===== src/rtl/shared_counters_sched_if.sv =====
// Requester-side bus of shared_counters_sched: flattened per-client request
// payloads plus the grant and response signals returned to the clients.
interface shared_counters_sched_if #(
  parameter int N    = 10,
  parameter int G    = 4,
  parameter int NREQ = 4
);
  localparam int IW = $clog2(N);
  localparam int OW = $clog2(NREQ);

  logic [NREQ-1:0]        req;
  logic [3*NREQ-1:0]      req_cmd;
  logic [IW*NREQ-1:0]     req_id;
  logic [(IW+1)*NREQ-1:0] req_size;
  logic [64*NREQ-1:0]     req_load_data;

  logic [NREQ-1:0]        gnt;
  logic                   rsp_valid;
  logic [OW-1:0]          rsp_owner;
  logic                   rsp_ok;
  logic [IW:0]            rsp_alloc_id;
  logic [G-1:0]           rsp_rdata;
  logic                   rsp_rdata_valid;
  logic                   rsp_rdata_last;

  modport master (
    output req, req_cmd, req_id, req_size, req_load_data,
    input  gnt, rsp_valid, rsp_owner, rsp_ok, rsp_alloc_id,
           rsp_rdata, rsp_rdata_valid, rsp_rdata_last
  );

  modport slave (
    input  req, req_cmd, req_id, req_size, req_load_data,
    output gnt, rsp_valid, rsp_owner, rsp_ok, rsp_alloc_id,
           rsp_rdata, rsp_rdata_valid, rsp_rdata_last
  );
endinterface


===== src/rtl/shared_counters_sched.sv =====
// Round-robin command scheduler in front of shared_counters: grants one client
// at a time, sequences the downstream command and returns a tagged response.
//
// state        | meaning
// S_IDLE       | no command in flight, arbitrate on any request
// S_ISSUE      | command driven to shared_counters, gnt pulsed
// S_WAIT_ALLOC | new issued, waiting for allocation id (bounded)
// S_WAIT_READ  | read issued, forwarding beats until last (bounded)
// S_GAP        | one idle cycle carrying the response, may arbitrate
module shared_counters_sched #(
  parameter int N          = 10,
  parameter int G          = 4,
  parameter int NREQ       = 4,
  parameter int ALLOC_WAIT = 8,
  parameter int READ_WAIT  = 32
) (
  input  logic                 clk,
  input  logic                 rst,
  shared_counters_sched_if.slave req_if,
  output logic [2:0]           sc_command_in_o,
  output logic [$clog2(N)-1:0] sc_id_o,
  output logic [31:0]          sc_new_counter_size_o,
  output logic [63:0]          sc_load_data_in_o,
  output logic                 sc_valid_load_data_o,
  input  logic [$clog2(N):0]   sc_allocation_id_i,
  input  logic                 sc_valid_allocation_id_i,
  input  logic [G-1:0]         sc_rdata_out_i,
  input  logic                 sc_valid_data_out_i,
  input  logic                 sc_last_i
);
  localparam int IW   = $clog2(N);
  localparam int OW   = $clog2(NREQ);
  localparam int TMAX = (ALLOC_WAIT > READ_WAIT) ? ALLOC_WAIT : READ_WAIT;
  localparam int CW   = $clog2(TMAX + 1);

  localparam logic [2:0] CMD_NONE    = 3'b000;
  localparam logic [2:0] CMD_INC     = 3'b001;
  localparam logic [2:0] CMD_NEW     = 3'b010;
  localparam logic [2:0] CMD_DEALLOC = 3'b011;
  localparam logic [2:0] CMD_LOAD    = 3'b100;
  localparam logic [2:0] CMD_READ    = 3'b101;

  typedef enum logic [2:0] {S_IDLE, S_ISSUE, S_WAIT_ALLOC, S_WAIT_READ, S_GAP} state_t;

  state_t          state_q, state_d;
  logic [OW-1:0]   ptr_q, ptr_d;
  logic [2:0]      cmd_q, cmd_d;
  logic            rej_q, rej_d;
  logic [CW-1:0]   tmr_q, tmr_d;
  logic [NREQ-1:0] gnt_q, gnt_d;
  logic            rsp_valid_q, rsp_valid_d;
  logic [OW-1:0]   owner_q, owner_d;
  logic            rsp_ok_q, rsp_ok_d;
  logic [IW:0]     alloc_q, alloc_d;
  logic [G-1:0]    rdata_q, rdata_d;
  logic            rvalid_q, rvalid_d;
  logic            rlast_q, rlast_d;
  logic [2:0]      sc_cmd_q, sc_cmd_d;
  logic [IW-1:0]   sc_id_q, sc_id_d;
  logic [31:0]     sc_size_q, sc_size_d;
  logic [63:0]     sc_data_q, sc_data_d;
  logic            sc_vld_q, sc_vld_d;

  logic            win_found;
  logic [OW-1:0]   win, idx;
  logic [2:0]      w_cmd;
  logic [IW-1:0]   w_id;
  logic [IW:0]     w_size;
  logic [63:0]     w_data;
  logic            w_rej;

  // First asserted request at or after the pointer, wrapping.
  always_comb begin
    win_found = 1'b0;
    win       = '0;
    idx       = '0;
    for (int i = 0; i < NREQ; i++) begin
      idx = OW'((int'(ptr_q) + i) % NREQ);
      if (!win_found && req_if.req[idx]) begin
        win_found = 1'b1;
        win       = idx;
      end
    end
  end

  assign w_cmd  = req_if.req_cmd[3*win +: 3];
  assign w_id   = req_if.req_id[IW*win +: IW];
  assign w_size = req_if.req_size[(IW+1)*win +: IW+1];
  assign w_data = req_if.req_load_data[64*win +: 64];
  assign w_rej  = !(w_cmd inside {CMD_INC, CMD_NEW, CMD_DEALLOC, CMD_LOAD, CMD_READ}) ||
                  (w_cmd == CMD_NEW && w_size == '0);

  always_comb begin
    state_d     = state_q;
    ptr_d       = ptr_q;
    cmd_d       = cmd_q;
    rej_d       = rej_q;
    tmr_d       = tmr_q;
    owner_d     = owner_q;
    gnt_d       = '0;
    rsp_valid_d = 1'b0;
    rsp_ok_d    = 1'b0;
    alloc_d     = '0;
    rdata_d     = '0;
    rvalid_d    = 1'b0;
    rlast_d     = 1'b0;
    sc_cmd_d    = CMD_NONE;
    sc_id_d     = '0;
    sc_size_d   = '0;
    sc_data_d   = '0;
    sc_vld_d    = 1'b0;
    case (state_q)
      S_IDLE, S_GAP: begin
        if (win_found) begin
          state_d = S_ISSUE;
          ptr_d   = (win == OW'(NREQ - 1)) ? '0 : win + OW'(1);
          cmd_d   = w_cmd;
          rej_d   = w_rej;
          owner_d = win;
          gnt_d   = NREQ'(1) << win;
          if (!w_rej) begin
            sc_cmd_d = w_cmd;
            sc_id_d  = w_id;
            if (w_cmd == CMD_NEW) sc_size_d = 32'(w_size);
            if (w_cmd == CMD_LOAD) begin
              sc_data_d = w_data;
              sc_vld_d  = 1'b1;
            end
          end
        end else begin
          state_d = S_IDLE;
        end
      end
      S_ISSUE: begin
        if (rej_q) begin
          state_d     = S_GAP;
          rsp_valid_d = 1'b1;
        end else if (cmd_q == CMD_NEW) begin
          // An allocation id returned in the issue cycle itself is accepted.
          if (sc_valid_allocation_id_i) begin
            state_d     = S_GAP;
            rsp_valid_d = 1'b1;
            rsp_ok_d    = 1'b1;
            alloc_d     = sc_allocation_id_i;
          end else begin
            state_d = S_WAIT_ALLOC;
            tmr_d   = CW'(ALLOC_WAIT);
          end
        end else if (cmd_q == CMD_READ) begin
          state_d  = S_WAIT_READ;
          tmr_d    = CW'(READ_WAIT);
          sc_cmd_d = CMD_READ;
          sc_id_d  = sc_id_q;
        end else begin
          state_d     = S_GAP;
          rsp_valid_d = 1'b1;
          rsp_ok_d    = 1'b1;
        end
      end
      S_WAIT_ALLOC: begin
        if (sc_valid_allocation_id_i) begin
          state_d     = S_GAP;
          rsp_valid_d = 1'b1;
          rsp_ok_d    = 1'b1;
          alloc_d     = sc_allocation_id_i;
        end else if (tmr_q == '0) begin
          state_d     = S_GAP;
          rsp_valid_d = 1'b1;
        end else begin
          tmr_d = tmr_q - CW'(1);
        end
      end
      S_WAIT_READ: begin
        sc_cmd_d = CMD_READ;
        sc_id_d  = sc_id_q;
        rvalid_d = sc_valid_data_out_i;
        rdata_d  = sc_valid_data_out_i ? sc_rdata_out_i : '0;
        if (sc_valid_data_out_i && sc_last_i) begin
          state_d     = S_GAP;
          sc_cmd_d    = CMD_NONE;
          sc_id_d     = '0;
          rlast_d     = 1'b1;
          rsp_valid_d = 1'b1;
          rsp_ok_d    = 1'b1;
        end else if (tmr_q == '0) begin
          state_d     = S_GAP;
          sc_cmd_d    = CMD_NONE;
          sc_id_d     = '0;
          rsp_valid_d = 1'b1;
        end else begin
          tmr_d = tmr_q - CW'(1);
        end
      end
      default: state_d = S_IDLE;
    endcase
  end

  always_ff @(posedge clk) begin
    if (rst) begin
      state_q     <= S_IDLE;
      ptr_q       <= '0;
      cmd_q       <= '0;
      rej_q       <= 1'b0;
      tmr_q       <= '0;
      owner_q     <= '0;
      gnt_q       <= '0;
      rsp_valid_q <= 1'b0;
      rsp_ok_q    <= 1'b0;
      alloc_q     <= '0;
      rdata_q     <= '0;
      rvalid_q    <= 1'b0;
      rlast_q     <= 1'b0;
      sc_cmd_q    <= CMD_NONE;
      sc_id_q     <= '0;
      sc_size_q   <= '0;
      sc_data_q   <= '0;
      sc_vld_q    <= 1'b0;
    end else begin
      state_q     <= state_d;
      ptr_q       <= ptr_d;
      cmd_q       <= cmd_d;
      rej_q       <= rej_d;
      tmr_q       <= tmr_d;
      owner_q     <= owner_d;
      gnt_q       <= gnt_d;
      rsp_valid_q <= rsp_valid_d;
      rsp_ok_q    <= rsp_ok_d;
      alloc_q     <= alloc_d;
      rdata_q     <= rdata_d;
      rvalid_q    <= rvalid_d;
      rlast_q     <= rlast_d;
      sc_cmd_q    <= sc_cmd_d;
      sc_id_q     <= sc_id_d;
      sc_size_q   <= sc_size_d;
      sc_data_q   <= sc_data_d;
      sc_vld_q    <= sc_vld_d;
    end
  end

  assign req_if.gnt             = gnt_q;
  assign req_if.rsp_valid       = rsp_valid_q;
  assign req_if.rsp_owner       = owner_q;
  assign req_if.rsp_ok          = rsp_ok_q;
  assign req_if.rsp_alloc_id    = alloc_q;
  assign req_if.rsp_rdata       = rdata_q;
  assign req_if.rsp_rdata_valid = rvalid_q;
  assign req_if.rsp_rdata_last  = rlast_q;
  assign sc_command_in_o        = sc_cmd_q;
  assign sc_id_o                = sc_id_q;
  assign sc_new_counter_size_o  = sc_size_q;
  assign sc_load_data_in_o      = sc_data_q;
  assign sc_valid_load_data_o   = sc_vld_q;
endmodule


===== src/flat_wrapper.sv =====
// flat-port wrapper written by rule: the top's interface ports become plain ports
module shared_counters_sched_flat 
#(
  parameter int N          = 10,
  parameter int G          = 4,
  parameter int NREQ       = 4,
  parameter int ALLOC_WAIT = 8,
  parameter int READ_WAIT  = 32
)
  (clk, rst, sc_command_in_o, sc_id_o, sc_new_counter_size_o, sc_load_data_in_o, sc_valid_load_data_o, sc_allocation_id_i, sc_valid_allocation_id_i, sc_rdata_out_i, sc_valid_data_out_i, sc_last_i, req_if_req, req_if_req_cmd, req_if_req_id, req_if_req_size, req_if_req_load_data, req_if_gnt, req_if_rsp_valid, req_if_rsp_owner, req_if_rsp_ok, req_if_rsp_alloc_id, req_if_rsp_rdata, req_if_rsp_rdata_valid, req_if_rsp_rdata_last);
  shared_counters_sched_if #(.N(N), .G(G), .NREQ(NREQ)) req_if_i ();
  input  logic clk;
  input  logic rst;
  output logic [2:0] sc_command_in_o;
  output logic [$clog2(N)-1:0] sc_id_o;
  output logic [31:0] sc_new_counter_size_o;
  output logic [63:0] sc_load_data_in_o;
  output logic sc_valid_load_data_o;
  input  logic [$clog2(N):0] sc_allocation_id_i;
  input  logic sc_valid_allocation_id_i;
  input  logic [G-1:0] sc_rdata_out_i;
  input  logic sc_valid_data_out_i;
  input  logic sc_last_i;
  input wire logic [$bits(req_if_i.req)-1:0] req_if_req;
  input wire logic [$bits(req_if_i.req_cmd)-1:0] req_if_req_cmd;
  input wire logic [$bits(req_if_i.req_id)-1:0] req_if_req_id;
  input wire logic [$bits(req_if_i.req_size)-1:0] req_if_req_size;
  input wire logic [$bits(req_if_i.req_load_data)-1:0] req_if_req_load_data;
  output wire logic [$bits(req_if_i.gnt)-1:0] req_if_gnt;
  output wire logic [$bits(req_if_i.rsp_valid)-1:0] req_if_rsp_valid;
  output wire logic [$bits(req_if_i.rsp_owner)-1:0] req_if_rsp_owner;
  output wire logic [$bits(req_if_i.rsp_ok)-1:0] req_if_rsp_ok;
  output wire logic [$bits(req_if_i.rsp_alloc_id)-1:0] req_if_rsp_alloc_id;
  output wire logic [$bits(req_if_i.rsp_rdata)-1:0] req_if_rsp_rdata;
  output wire logic [$bits(req_if_i.rsp_rdata_valid)-1:0] req_if_rsp_rdata_valid;
  output wire logic [$bits(req_if_i.rsp_rdata_last)-1:0] req_if_rsp_rdata_last;
  assign req_if_i.req = req_if_req;
  assign req_if_i.req_cmd = req_if_req_cmd;
  assign req_if_i.req_id = req_if_req_id;
  assign req_if_i.req_size = req_if_req_size;
  assign req_if_i.req_load_data = req_if_req_load_data;
  assign req_if_gnt = req_if_i.gnt;
  assign req_if_rsp_valid = req_if_i.rsp_valid;
  assign req_if_rsp_owner = req_if_i.rsp_owner;
  assign req_if_rsp_ok = req_if_i.rsp_ok;
  assign req_if_rsp_alloc_id = req_if_i.rsp_alloc_id;
  assign req_if_rsp_rdata = req_if_i.rsp_rdata;
  assign req_if_rsp_rdata_valid = req_if_i.rsp_rdata_valid;
  assign req_if_rsp_rdata_last = req_if_i.rsp_rdata_last;
  shared_counters_sched #(.N(N), .G(G), .NREQ(NREQ), .ALLOC_WAIT(ALLOC_WAIT), .READ_WAIT(READ_WAIT)) u_core (.clk(clk), .rst(rst), .req_if(req_if_i), .sc_command_in_o(sc_command_in_o), .sc_id_o(sc_id_o), .sc_new_counter_size_o(sc_new_counter_size_o), .sc_load_data_in_o(sc_load_data_in_o), .sc_valid_load_data_o(sc_valid_load_data_o), .sc_allocation_id_i(sc_allocation_id_i), .sc_valid_allocation_id_i(sc_valid_allocation_id_i), .sc_rdata_out_i(sc_rdata_out_i), .sc_valid_data_out_i(sc_valid_data_out_i), .sc_last_i(sc_last_i));
endmodule

===== config.mk =====
export PLATFORM = sky130hd
export DESIGN_NAME = shared_counters_sched_flat
export DESIGN_NICKNAME = d
export VERILOG_FILES = /design/src/rtl/shared_counters_sched_if.sv /design/src/rtl/shared_counters_sched.sv /design/src/flat_wrapper.sv
export SDC_FILE = /design/constraint.sdc
export NUM_CORES = 1
export LEC_CHECK = 0
export BUFFER_PORTS_ARGS = -buffer_cell sky130_fd_sc_hd__buf_2
export CORE_AREA = 8 8 169 171
export CTS_CLUSTER_DIAMETER = 80
export CTS_CLUSTER_SIZE = 28
export DETAILED_ROUTE_END_ITERATION = 10
export DIE_AREA = 0 0 177 179
export HOLD_SLACK_MARGIN = 0.03
export PLACE_DENSITY = 0.56
export SYNTH_ARGS = -nofsm -noshare
export SYNTH_HDL_FRONTEND = slang
export SYNTH_SLANG_ARGS = --single-unit

===== constraint.sdc =====
create_clock -name clk -period 3.25 [get_ports clk]
set_input_delay 0.4875 -clock clk [delete_from_list [all_inputs] [get_ports clk]]
set_output_delay 0.4875 -clock clk [all_outputs]
set_load 0.005 [all_outputs]

---- Word-level counts from Yosys, hierarchy flattened ----
Cells that the tools add are included.
word-level totals
  output and inout bits ................... 123
  logic and storage cells ................. 151
  register bits after elaboration ......... 138
operators by class
  equal/unequal tests ..................... 19
  multiply operators ...................... 2
  reductions and logical operators ........ 25
  $add $sub $neg .......................... 5
  order comparisons ....................... 4
  multiplexer cells ....................... 66
  bitwise logic cells ..................... 6
  shift-type cells ........................ 5
operators with widths
  kind                                                   count
  variable part select 256 x 9 -> 64 bit                 1
  two-way mux 3 bit                                      14
  two-way mux 6 bit                                      7
  two-way mux 4 bit                                      7
  variable part select 20 x 6 -> 5 bit                   1
  two-way mux 1 bit                                      19
  case mux 6 bit (3 select lines)                        1
  variable part select 16 x 5 -> 4 bit                   1
  == test 3 x 2 -> 1 bit, second input constant          5
  two-way mux 5 bit                                      3
  == test 3 bit, second input constant                   4
  < comparator 2 x 3 -> 1 bit, second input constant     4
  case mux 3 bit (4 select lines)                        1
  case mux 4 bit (3 select lines)                        1
  variable part select 12 x 5 -> 3 bit                   1
  two-way mux 2 bit                                      5
  case mux 5 bit (2 select lines)                        1
  OR reduction 5 bit                                     2
  case mux 3 bit (3 select lines)                        1
  binary-select mux 1 bit (select 2 bit)                 4
  == test 3 x 1 -> 1 bit, second input constant          2
  logical NOT 6 bit                                      1
  inequality test 2 bit, second input constant           3
  inequality test 3 x 1 -> 1 bit, second input constant  2
  23 further kinds                                       41

---- Logic depth before layout (Yosys ltp) ----
Gate-level depths: netlist (run 1).
  word-level depth ........................ 21
  mapped depth ............................ 11
  depth with buffers taken out ............ 8

---- Worst setup path after synthesis (run 1) ----
OpenSTA, ideal clock, no wires.
  path type ............................... input to register
  from .................................... in req_if_req[2]
  to ...................................... reg u_core.sc_id_q[0] (netlist: u_core.sc_id_o[0])
  setup slack ............................. 816 ps
  stages on the path ...................... 8
  required time ........................... 3119 ps
  arrival time ............................ 2303 ps
  cell sequence ........................... nor2b_1 > a211oi_1 > nor2_2 > buf_2 > a211oi_2 > o22ai_1 > nor4b_2 > o41ai_1
on the way
  word-level cells in the longest chain between the ends .. 21
  elaborated cells between the ends (all ways) .. 40
ends and longest elaborated chain
  what                                                                             line                          source
  start: declaration                                                               flat_wrapper.sv:24            input wire logic [$bits(req_if_i.req)-1:0] req_if_req;
  branches (longest 19 deep; another with binary-select mux 1 bit (select 2 bit))  --
  two-way mux 4 bit *                                                              shared_counters_sched.sv:114  if (win_found) begin
  case mux 4 bit (3 select lines) *                                                shared_counters_sched.sv:112  case (state_q)
  end signal: assignment                                                           shared_counters_sched.sv:233  sc_id_q <= sc_id_d;
  end: declaration                                                                 shared_counters_sched.sv:59   logic [IW-1:0] sc_id_q, sc_id_d;
Mark *: on every way between the ends. The select of a mux whose other input is x is not followed.
A chain may end at the register's enable or synchronous reset.

---- Worst setup path after layout (run 1) ----
  from .................................... reg u_core.ptr_q[0]
  to ...................................... reg u_core.sc_data_q[33] (netlist: u_core.sc_load_data_in_o[33])
on the way
  word-level cells in the longest chain between the ends .. 19
  elaborated cells between the ends (all ways) .. 43
ends and longest elaborated chain
  what                                                                line                          source
  start: declaration                                                  shared_counters_sched.sv:46   logic [OW-1:0] ptr_q, ptr_d;
  start signal: assignment                                            shared_counters_sched.sv:220  ptr_q <= ptr_d;
  branches (longest 19 deep; another with multiplier 3 x 2 -> 5 bit)  --
  end signal: assignment                                              shared_counters_sched.sv:235  sc_data_q <= sc_data_d;
  end: declaration                                                    shared_counters_sched.sv:61   logic [63:0] sc_data_q, sc_data_d;
Several ways; the timed one is not identified. The select of a mux whose other input is x is not followed.

==> impl_metrics.yaml, run 1 <==
layout:
  layout_commonest_cell: "buf_2"
  nNetsFinal: 1595
  fin_area_um2: 8690
  fill_cells: 2843
  layout_common_cells: "buf_2 (417), nand2_1 (294), nand3_1 (154)"
  multiInputGateArea_um2: 3500
  area_delta_synth_final_pct: 42.3
  drive_gt1_share_pct: 36.3
  register_area_um2: 2220
route:
  dr_wl_met2_mm: 13.9
  ant_nets: 0
  route.layer.met1.wl_mm: 11.0
  drt_iter0_markers: 397
  wire_per_inst_um: 17.2
  dr.pass1.iters: 5
  vias_per_cell: 4.58
  via_count: 7395
  finalWirelength_mm: 27.8
  wl_met3_mm: 2.32
  top_layer: "met5"
  post-route-drc-count: 0
global_route:
  grt.total_usage_pct: 16.2
  grt_pass1_wl_mm: 40.6
  grt.overflow.total: 0
  antenna_found_initial: 2
  grt_pass1_vias: 7294
  grt_max_degree: 72
placed_design:
  post-dp-hpwl_mm: 22.4
  gp_congestion: 0.848
  dpl-instance-area_um2: 8380
  port_buffers: 417
synthesis:
  synth_area_um2: 6100
  postSynth.asyncResetShare_pct: 0
  syn_inst: 892
  synth_enable_flop_cells: 0
  yosysSeqAreaShare_pct: 36.4
  syn_area_per_cell_um2: 6.84
  ys_seq_elements: 111
  yosysWarnings: 0
  ys.flop_type: "dfxtp_1"
  ys_types: 53
cts:
  htree_levels: 3
  cts.sinks: 111
  numCtsBuffers: 9
  cts.path.max_buffers: 2
  ctsResizeCount: 0
  cts_tree: "done"
  cts-root-buf: "clkbuf_16"
  post_cts_buffers: 0
  holdBufCountCts: 0
  clk_latency_ns: 0.36
  clkTransAtPathRegs_ns: 0.08
hold_path:
  min_to: "u_core.req_if.rsp_rdata[0]"
  hold_depth: 2
  min_from: "sc_rdata_out_i[0]"
  hold_path_class: "in -> reg"
floorplan:
  initial_core_util_pct: 23.7
  core_um2: 25800
  die_height_um: 179
  die-area_um2: 31700
  placementRows: 59
  io_pins: 445
  die_x_um: 177
power_and_ir_drop:
  peakVddDrop_v: 0.000309
  p_leak_nw: 4.73
  p_per_area_nw_per_um2: 670
  p_total_w: 0.00582
setup_path:
  ff2ff_path_depth: 8
  cp_max_fo: 27
  worstPathArrival_ns: 2.97
  timing.rr.start: "u_core.ptr_q[0]"
  timing.rr.end: "u_core.sc_load_data_in_o[33]"
  worstPathRequired_ns: 3.54
  r2r_slack_ns: 0.57
  criticalPathCategory: "reg -> reg"
  cp-start-kind: "flop"
  cp-end-kind: "flop"
timing:
  tightest_slew_ns: 0.796
  hold_viol_final: 0
  finalCritPeriodShare_pct: 82.3
  timing.final.crit_period_ns: 2.68
  tns_ns: 0
  hold_ws_ns: 0.329
  maxClockFrequency_mhz: 374
  setup_violations: 0
  rsz0062_at_grt: "false"
  finClkSkew_ns: 0.00942
  relSlewSlack_pct: 46.9
  drv_slew: 0
flow_run:
  cap_violations: 0
outcome:
  status: "completed"
how the worst max path moves through the flow:
stage                          from                           end  slack (ns)  depth (start not counted)
finish              u_core.ptr_q[0]  u_core.sc_load_data_in_o[33]        0.57                          8
global placement      req_if_req[2]  u_core.sc_load_data_in_o[35]        0.34                          9
global route        u_core.ptr_q[0]  u_core.sc_load_data_in_o[54]        0.35                          8
floorplan             req_if_req[2]             u_core.sc_id_o[0]        0.82                          8
CTS                 u_core.ptr_q[0]  u_core.sc_load_data_in_o[33]        0.54                          8
detailed placement    req_if_req[2]  u_core.sc_load_data_in_o[51]        0.27                          9
cells in the mapped netlist, types with 4 or more instances:
master | number | area [um^2]
o31a_1 | 4 | 35.0
buf_4 | 28 | 210
and3_1 | 64 | 400
and2_1 | 14 | 87.6
a21oi_1 | 10 | 50.1
clkbuf_1 | 46 | 173
a211oi_1 | 10 | 75.1
nor2_1 | 38 | 143
dfxtp_1 | 111 | 2220
a21boi_0 | 5 | 37.5
nor4_1 | 4 | 25.0
buf_1 | 6 | 22.5
nor2b_1 | 5 | 31.3
inv_1 | 6 | 22.5
nor3_1 | 8 | 40.0
nand2b_1 | 4 | 25.0
nand2_1 | 295 | 1110
o41ai_1 | 4 | 35.0
o21ai_0 | 14 | 70.1
nand3_1 | 155 | 776
buf_2 | 5 | 25.0
buf_6 | 5 | 56.3
cell type report:
type	instances	area share [%]
timing repair buffer	433	25.6
multi-input combinational	711	40.3
antenna	2	0.0576
clock buffer	10	2.75
sequential	111	25.6
inverter	6	0.259
clock inverter	6	0.706
tap	335	4.83
state kept, by name (all words and copies together), names as in the netlist:
name	cells
u_core.sc_load_data_in_o	64
u_core.sc_id_o	4
u_core.req_if.rsp_owner	2
u_core.tmr_q	6
u_core.state_q	3
u_core.req_if.rsp_valid	1
u_core.req_if.rsp_rdata_last	1
u_core.req_if.gnt	4
u_core.req_if.rsp_ok	1
u_core.sc_new_counter_size_o	5
u_core.rej_q	1
u_core.req_if.rsp_rdata_valid	1
u_core.req_if.rsp_rdata	4
u_core.sc_command_in_o	3
u_core.sc_valid_load_data_o	1
u_core.ptr_q	2
u_core.cmd_q	3
u_core.req_if.rsp_alloc_id	5
routing by layer:
metal / vias to the layer above / track usage, %
met5: - / 0
met2: 298 / 28.0
met4: 2 / 4.41
met1: 3362 / 18.8
li1: 3703 / -
met3: 30 / 5.29
worst max-delay path, stage by stage, from the launching register on:
cell and delay [ns]:
dfxtp_1 0.39, nor2b_1 0.10, o21a_1 0.28, nor3_4 0.42, a211oi_1 0.20, or2_1 0.33
nor4_4 0.35, buf_4 0.33, and3_1 0.20
power by group:
part           internal [W]  switching (W)
logic               0.00107        0.00191
clock network      0.000563       0.000584
registers           0.00157       0.000119
total               0.00320        0.00261
kinds of logic (layout without fill, tap and decap cells):
kind of cell	after synthesis	count (layout)	synth area share (%)
AND/OR/NAND/NOR	602	602	45.3
flip-flops	111	111	36.4
buffers and inverters	96	455	8.35
AO/OA/AOI/OAI	74	74	8.59
multiplexers	4	4	0.677
XOR/XNOR	3	3	0.431
adder cells (fa/ha/maj)	1	1	0.205
other	1	29	0.0615
through the flow:
| step | cells | util (%) | setup slack, ns |
|---|---|---|---|
| 2_1_floorplan | 918 | - | 0.816 |
| 3_3_place_gp | 1596 | 32.5 | 0.341 |
| 3_5_place_dp | 1596 | 32.5 | 0.275 |
| 4_1_cts | 1612 | 33.7 | 0.539 |
| 5_1_grt | 1613 | 33.7 | 0.347 |
| 6_report | 1614 | 33.7 | 0.574 |
Power figures use the tool's default switching activity.
==> run 2: changes to the inputs <==
--- a/config.mk
+++ b/config.mk
@@ -5,14 +5,15 @@
 export SDC_FILE = /design/constraint.sdc
 export NUM_CORES = 1
 export LEC_CHECK = 0
+export ABC_AREA = 1
 export BUFFER_PORTS_ARGS = -buffer_cell sky130_fd_sc_hd__buf_2
-export CORE_AREA = 8 8 169 171
+export CORE_AREA = 8 8 167 169
 export CTS_CLUSTER_DIAMETER = 80
 export CTS_CLUSTER_SIZE = 28
 export DETAILED_ROUTE_END_ITERATION = 10
-export DIE_AREA = 0 0 177 179
+export DIE_AREA = 0 0 175 177
 export HOLD_SLACK_MARGIN = 0.03
-export PLACE_DENSITY = 0.56
+export PLACE_DENSITY = 0.59
 export SYNTH_ARGS = -nofsm -noshare
 export SYNTH_HDL_FRONTEND = slang
 export SYNTH_SLANG_ARGS = --single-unit
==> constraint.sdc (replaced) <==
create_clock -name clk -period 2.46 [get_ports clk]
set_input_delay 0.369 -clock clk [delete_from_list [all_inputs] [get_ports clk]]
set_output_delay 0.369 -clock clk [all_outputs]
set_load 0.005 [all_outputs]
==> impl_metrics.yaml, run 2 <==
flow_run:
  cap_violations: 0
route:
  ant_nets: 0
  dr.pass1.iters: 5
  vias_per_cell: 4.55
  via_count: 7864
  drt_iter0_markers: 377
  finalWirelength_mm: 29.1
  wire_per_inst_um: 16.9
  post-route-drc-count: 0
placed_design:
  port_buffers: 417
  post-dp-hpwl_mm: 22.3
  gp_congestion: 0.915
  dpl-instance-area_um2: 8650
  dp.cells: 1691
synthesis:
  postSynth.asyncResetShare_pct: 0
  synth_area_um2: 6250
  yosysSeqAreaShare_pct: 35.5
  yosys.area_share.simple_pct: 32.2
  synth_area_leaders: "dfxtp_1 (36%), nor2_1 (18%), o21ai_0 (12%)"
  synthXorXnorAreaFrac_pct: 0.280
  ys_seq_elements: 111
  ys_types: 37
  synthAdderAreaFrac_pct: 0.200
  synth_mux_area_share_pct: 0
  yosysMostFrequentCell: "nor2_1"
  yosysWarnings: 0
  yosys.area.top_type: "dfxtp_1"
  synth_compound_area_share_pct: 19.8
  synthTopCellsByCount: "nor2_1 (294), o21ai_0 (151), dfxtp_1 (111)"
  syn_area_per_cell_um2: 6.48
  synth_top_family_by_area: "simple AND/OR/NAND/NOR gates"
  yosysTopAreaCellShare_pct: 35.5
  ys.flop_type: "dfxtp_1"
  syn_inst: 965
  synth_enable_flop_cells: 0
cts:
  clkTransAtPathRegs_ns: 0.08
  holdBufCountCts: 0
  htree_levels: 3
  clk_latency_ns: 0.36
  numCtsBuffers: 9
  cts-root-buf: "clkbuf_16"
  cts.sinks: 111
  cts.path.max_buffers: 2
  cts_tree: "done"
layout:
  fin_util_pct: 36.9
  fin_area_um2: 9410
  drive_gt1_share_pct: 40.3
  n_antenna_cell: 0
  nNetsFinal: 1710
  instances_no_fill: 1727
  area_delta_synth_final_pct: 50.5
  largest_reg_flops: 64
  layout_common_cells: "buf_2 (417), nor2_1 (292), o21ai_0 (147)"
  layout_commonest_cell: "buf_2"
setup_path:
  cp-end-kind: "flop"
  cp_cell_sequence: "buf_12, inv_6, nand2_2, nand3_1, nand2_2, nor2_8, nand2_2, nand2_1, nor2_2, nor2_4, buf_4, nand2_1, nand2_2, nand2_1, nor2_1, nand2_2, nand2_2, inv_2, nand2_2, nor2_1"
  worstPathRequired_ns: 2.72
  cp-start-kind: "flop"
  cp_slowest_cell: "dfxtp_4"
  path_buf_inv: 4
  cp_max_fo: 6
  crit_path_frequent_cell: "nand2_2"
  critical-path-top-delay-family: "simple AND/OR/NAND/NOR gates"
  worstPathArrival_ns: 2.76
  criticalPathCategory: "reg -> reg"
  slowest_delay_ns: 0.37
global_route:
  antenna_found_initial: 2
  grt.overflow.total: 0
  grt.total_usage_pct: 16.7
  grt_pass1_wl_mm: 41.5
  grt_pass1_vias: 7696
  grt_max_degree: 79
timing:
  tightest_slew_ns: 0.547
  hold_viol_final: 0
  tns_ns: -0.614
  hold_ws_ns: 0.225
  finalCritPeriodShare_pct: 102
  finClkSkew_ns: 0.0102
  setup_slack_ns: -0.0449
  maxClockFrequency_mhz: 399
  timing.final.crit_period_ns: 2.50
  setup_violations: 46
  drv_slew: 0
  rsz0062_at_grt: "true"
  relSlewSlack_pct: 63.2
outcome:
  status: "finished, violations left"
  violations: "setup timing"
power_and_ir_drop:
  p_per_area_nw_per_um2: 1420
  p_leak_nw: 4.80
  peakVddDrop_v: 0.000750
floorplan:
  die_height_um: 177
  placementRows: 59
  io_pins: 445
  initial_core_util_pct: 24.5
  core_um2: 25500
  die_x_um: 175
  die-area_um2: 31000
hold_path:
  hold_path_class: "in -> reg"
==> run 2: final timing paths <==
check,start,to,slack [ns],depth (start not counted)
min,sc_rdata_out_i[3],u_core.req_if.rsp_rdata[3],0.23,3
max reg2reg,u_core.ptr_q[0],u_core.sc_new_counter_size_o[1],-0.04,20
min reg2reg,u_core.sc_id_o[1],u_core.sc_id_o[1],0.47,2
max,u_core.ptr_q[0],u_core.sc_new_counter_size_o[1],-0.04,20
==> run 2: tightest hold or removal path, cell delays in order <==
cell and delay, ns:
buf_2 0.10, inv_1 0.04, nor2_1 0.03
==> run 2: layout make-up <==
| cell class | count | area [um^2] |
|---|---|---|
| timing repair inverter | 1 | 8.76 |
| clock inverter | 7 | 76.3 |
| sequential | 111 | 2230 |
| fill | 2763 | 16100 |
| clock buffer | 9 | 225 |
| tap | 335 | 419 |
| timing repair buffer | 471 | 2720 |
| inverter | 45 | 199 |
| multi-input combinational | 748 | 3530 |
==> run 2: power by group <==
part / internal (W) / total (W) / switching (W) / leakage, nW
Clock: 0.000720 / 0.00151 / 0.000788 / 0.140
Sequential: 0.00223 / 0.00240 / 0.000168 / 0.901
Combinational: 0.00359 / 0.00942 / 0.00583 / 3.76
==> run 2: routing by layer <==
layer	share of wire (%)	routed length (um)	track usage, %
met1	40	11500	19.7
met2	49	14200	28.1
met3	9.6	2800	6.21
met4	2.2	630	4.77
met5	0.034	10	0
==> run 2: cells by family after synthesis <==
logic type               count (synthesis)
XOR/XNOR                                 2
AND/OR/NAND/NOR                        474
other                                    1
adder cells (fa/ha/maj)                  1
flip-flops                             111
buffers and inverters                  132
AO/OA/AOI/OAI                          244
==> run 2: what timing repair did <==
item	4_1_cts	5_1_grt
endpoints found under the setup margin	2	74
gates resized for setup	2	62
gates cloned	0	6
pin swaps	1	20
setup buffers	3	11
==> run 2: through the flow <==
stage                     worst slack (ns)  total power (W)
after detailed placement           -0.0542           0.0107
after global routing                -0.214           0.0146
final                              -0.0449           0.0133
after CTS                          0.00879           0.0123
after floorplan                      0.376          0.00815
after global placement              0.0129           0.0107
==> run 3: changes to the inputs <==
--- a/config.mk
+++ b/config.mk
@@ -14,6 +14,7 @@
 export DIE_AREA = 0 0 175 177
 export HOLD_SLACK_MARGIN = 0.03
 export PLACE_DENSITY = 0.59
+export SKIP_CTS_REPAIR_TIMING = 1
 export SYNTH_ARGS = -nofsm -noshare
 export SYNTH_HDL_FRONTEND = slang
 export SYNTH_SLANG_ARGS = --single-unit
==> impl_metrics.yaml, run 3 (synthesis results as in run 2) <==
outcome:
  status: "finished, violations left"
  violations: "setup timing"
cts:
  cts_tree: "done"
  clkTransAtPathRegs_ns: 0.09
  htree_levels: 3
  cts.sinks: 111
  cts-root-buf: "clkbuf_16"
  cts.path.max_buffers: 2
  numCtsBuffers: 9
  clk_latency_ns: 0.36
placed_design:
  port_buffers: 417
  gp_congestion: 0.915
  post-dp-hpwl_mm: 22.3
  dpl-instance-area_um2: 8650
timing:
  maxClockFrequency_mhz: 399
  finalCritPeriodShare_pct: 102
  setup_violations: 29
  finClkSkew_ns: 0.0131
  relSlewSlack_pct: 61.3
  hold_viol_final: 0
  setup_slack_ns: -0.0463
  tns_ns: -0.536
  rsz0062_at_grt: "true"
  timing.final.crit_period_ns: 2.51
  hold_ws_ns: 0.225
  tightest_slew_ns: 0.575
  drv_slew: 0
setup_path:
  cp_slowest_cell: "dfxtp_4"
  cp_max_fo: 9
  ff2ff_path_depth: 18
  cp_cell_sequence: "buf_12, inv_6, nand2_2, nand3_1, nand2_2, nor2_8, nand2_2, nand2_1, nor2_2, nor2_4, buf_4, nand3_2, nand2_4, nand2_2, nor2_4, inv_8, buf_12, a21oi_2"
  worstPathArrival_ns: 2.79
  cp-start-kind: "flop"
  cp-end-kind: "flop"
  crit_path_frequent_cell: "nand2_2"
  slowest_delay_ns: 0.37
  r2r_slack_ns: -0.05
  timing.rr.start: "u_core.ptr_q[0]"
  timing.rr.end: "u_core.sc_load_data_in_o[49]"
  worstPathRequired_ns: 2.74
  criticalPathCategory: "reg -> reg"
layout:
  fin_util_pct: 37.4
  nNetsFinal: 1712
  register_area_um2: 2230
  largest_reg_flops: 64
  multiInputGateArea_um2: 3640
  fin_area_um2: 9530
  layout_commonest_cell: "buf_2"
  area_delta_synth_final_pct: 52.4
  drive_gt1_share_pct: 42.3
  n_antenna_cell: 0
  layout_common_cells: "buf_2 (418), nor2_1 (291), o21ai_0 (149)"
  fill_cells: 2753
floorplan:
  die_x_um: 175
  core_um2: 25500
  io_pins: 445
  die_height_um: 177
  initial_core_util_pct: 24.5
  die-area_um2: 31000
  placementRows: 59
route:
  dr.pass1.iters: 5
  post-route-drc-count: 0
  finalWirelength_mm: 29.3
  vias_per_cell: 4.53
  drt_iter0_markers: 379
  via_count: 7827
  wire_per_inst_um: 16.9
  ant_nets: 0
flow_run:
  cap_violations: 0
power_and_ir_drop:
  p_leak_nw: 4.81
  peakVddDrop_v: 0.000814
  p_per_area_nw_per_um2: 1410
  p_total_w: 0.0135
global_route:
  grt_use_met1_pct: 19.7
  grt_max_degree: 79
  grt.total_usage_pct: 16.7
  antenna_found_initial: 2
  groute.layer.met3.usage_pct: 6.19
  grt.overflow.total: 0
  grt_pass1_wl_mm: 41.4
  gr-max-usage-layer: "met2"
  grt_pass1_vias: 7677
  globalRouteMet2Util_pct: 28.2
hold_path:
  hold_depth: 3
  min_to: "u_core.req_if.rsp_rdata[3]"
  hold_path_class: "in -> reg"
  min_from: "sc_rdata_out_i[3]"
-- run 3: cell count changes in the layout (fill, tap and decap cells not counted), moves of 2 or more --
cell     change
buf_4        -2
buf_6        +2
buf_8        -2
a21oi_2     +24
o21ai_1      -2
a21oi_1     -23
o21ai_0      +2
nand3_2      +2
-- run 3: critical path: cells and delay by family, from the launching register on --
kind | cells | cell delay [ns]
AO/OA/AOI/OAI | 1 | 0.14
buffers and inverters | 5 | 0.61
flip-flops | 1 | 0.37
AND/OR/NAND/NOR | 12 | 1.30
-- run 3: stage by stage --
stage,instances,setup slack (ns)
detailed placement,1691,-0.0542
floorplan,991,0.376
global placement,1691,0.0129
finish,1729,-0.0463
CTS,1707,-0.0545
global route,1729,-0.215
-- run 3: layout make-up --
| cell class | instances | area share (%) |
|---|---|---|
| Inverter | 45 | 2.14 |
| Sequential cell | 111 | 23.4 |
| Timing Repair inverter | 1 | 0.0919 |
| Clock inverter | 7 | 0.801 |
| Tap cell | 335 | 4.40 |
| Timing Repair Buffer | 471 | 28.6 |
| Multi-Input combinational cell | 750 | 38.3 |
| Clock buffer | 9 | 2.36 |
-- run 3: worst max-delay path by stage --
stage                                      end  slack, ns            start  depth (start not counted)
6_report          u_core.sc_load_data_in_o[49]      -0.05  u_core.ptr_q[0]                         18
5_1_grt        u_core.sc_new_counter_size_o[3]      -0.22  u_core.ptr_q[0]                         20
4_1_cts           u_core.sc_load_data_in_o[49]      -0.05  u_core.ptr_q[0]                         18
3_5_place_dp      u_core.sc_load_data_in_o[49]      -0.05    req_if_req[1]                         17
3_3_place_gp      u_core.sc_load_data_in_o[49]       0.01    req_if_req[1]                         14
2_1_floorplan  u_core.sc_new_counter_size_o[2]       0.38  u_core.ptr_q[0]                         20
-- run 3: where the power goes --
part           switching, W  total (W)  leakage, nW  internal, W
sequential         0.000168    0.00240        0.901      0.00223
combinational       0.00598    0.00955         3.77      0.00357
clock              0.000799    0.00152        0.140     0.000721
total               0.00695     0.0135         4.81      0.00652
-- run 3: metal layers --
metal | routed length (um) | up-vias
met5 | 10 | -
met4 | 586 | 2
met3 | 2720 | 44
met2 | 14300 | 363
met1 | 11700 | 3493
li1 | - | 3925
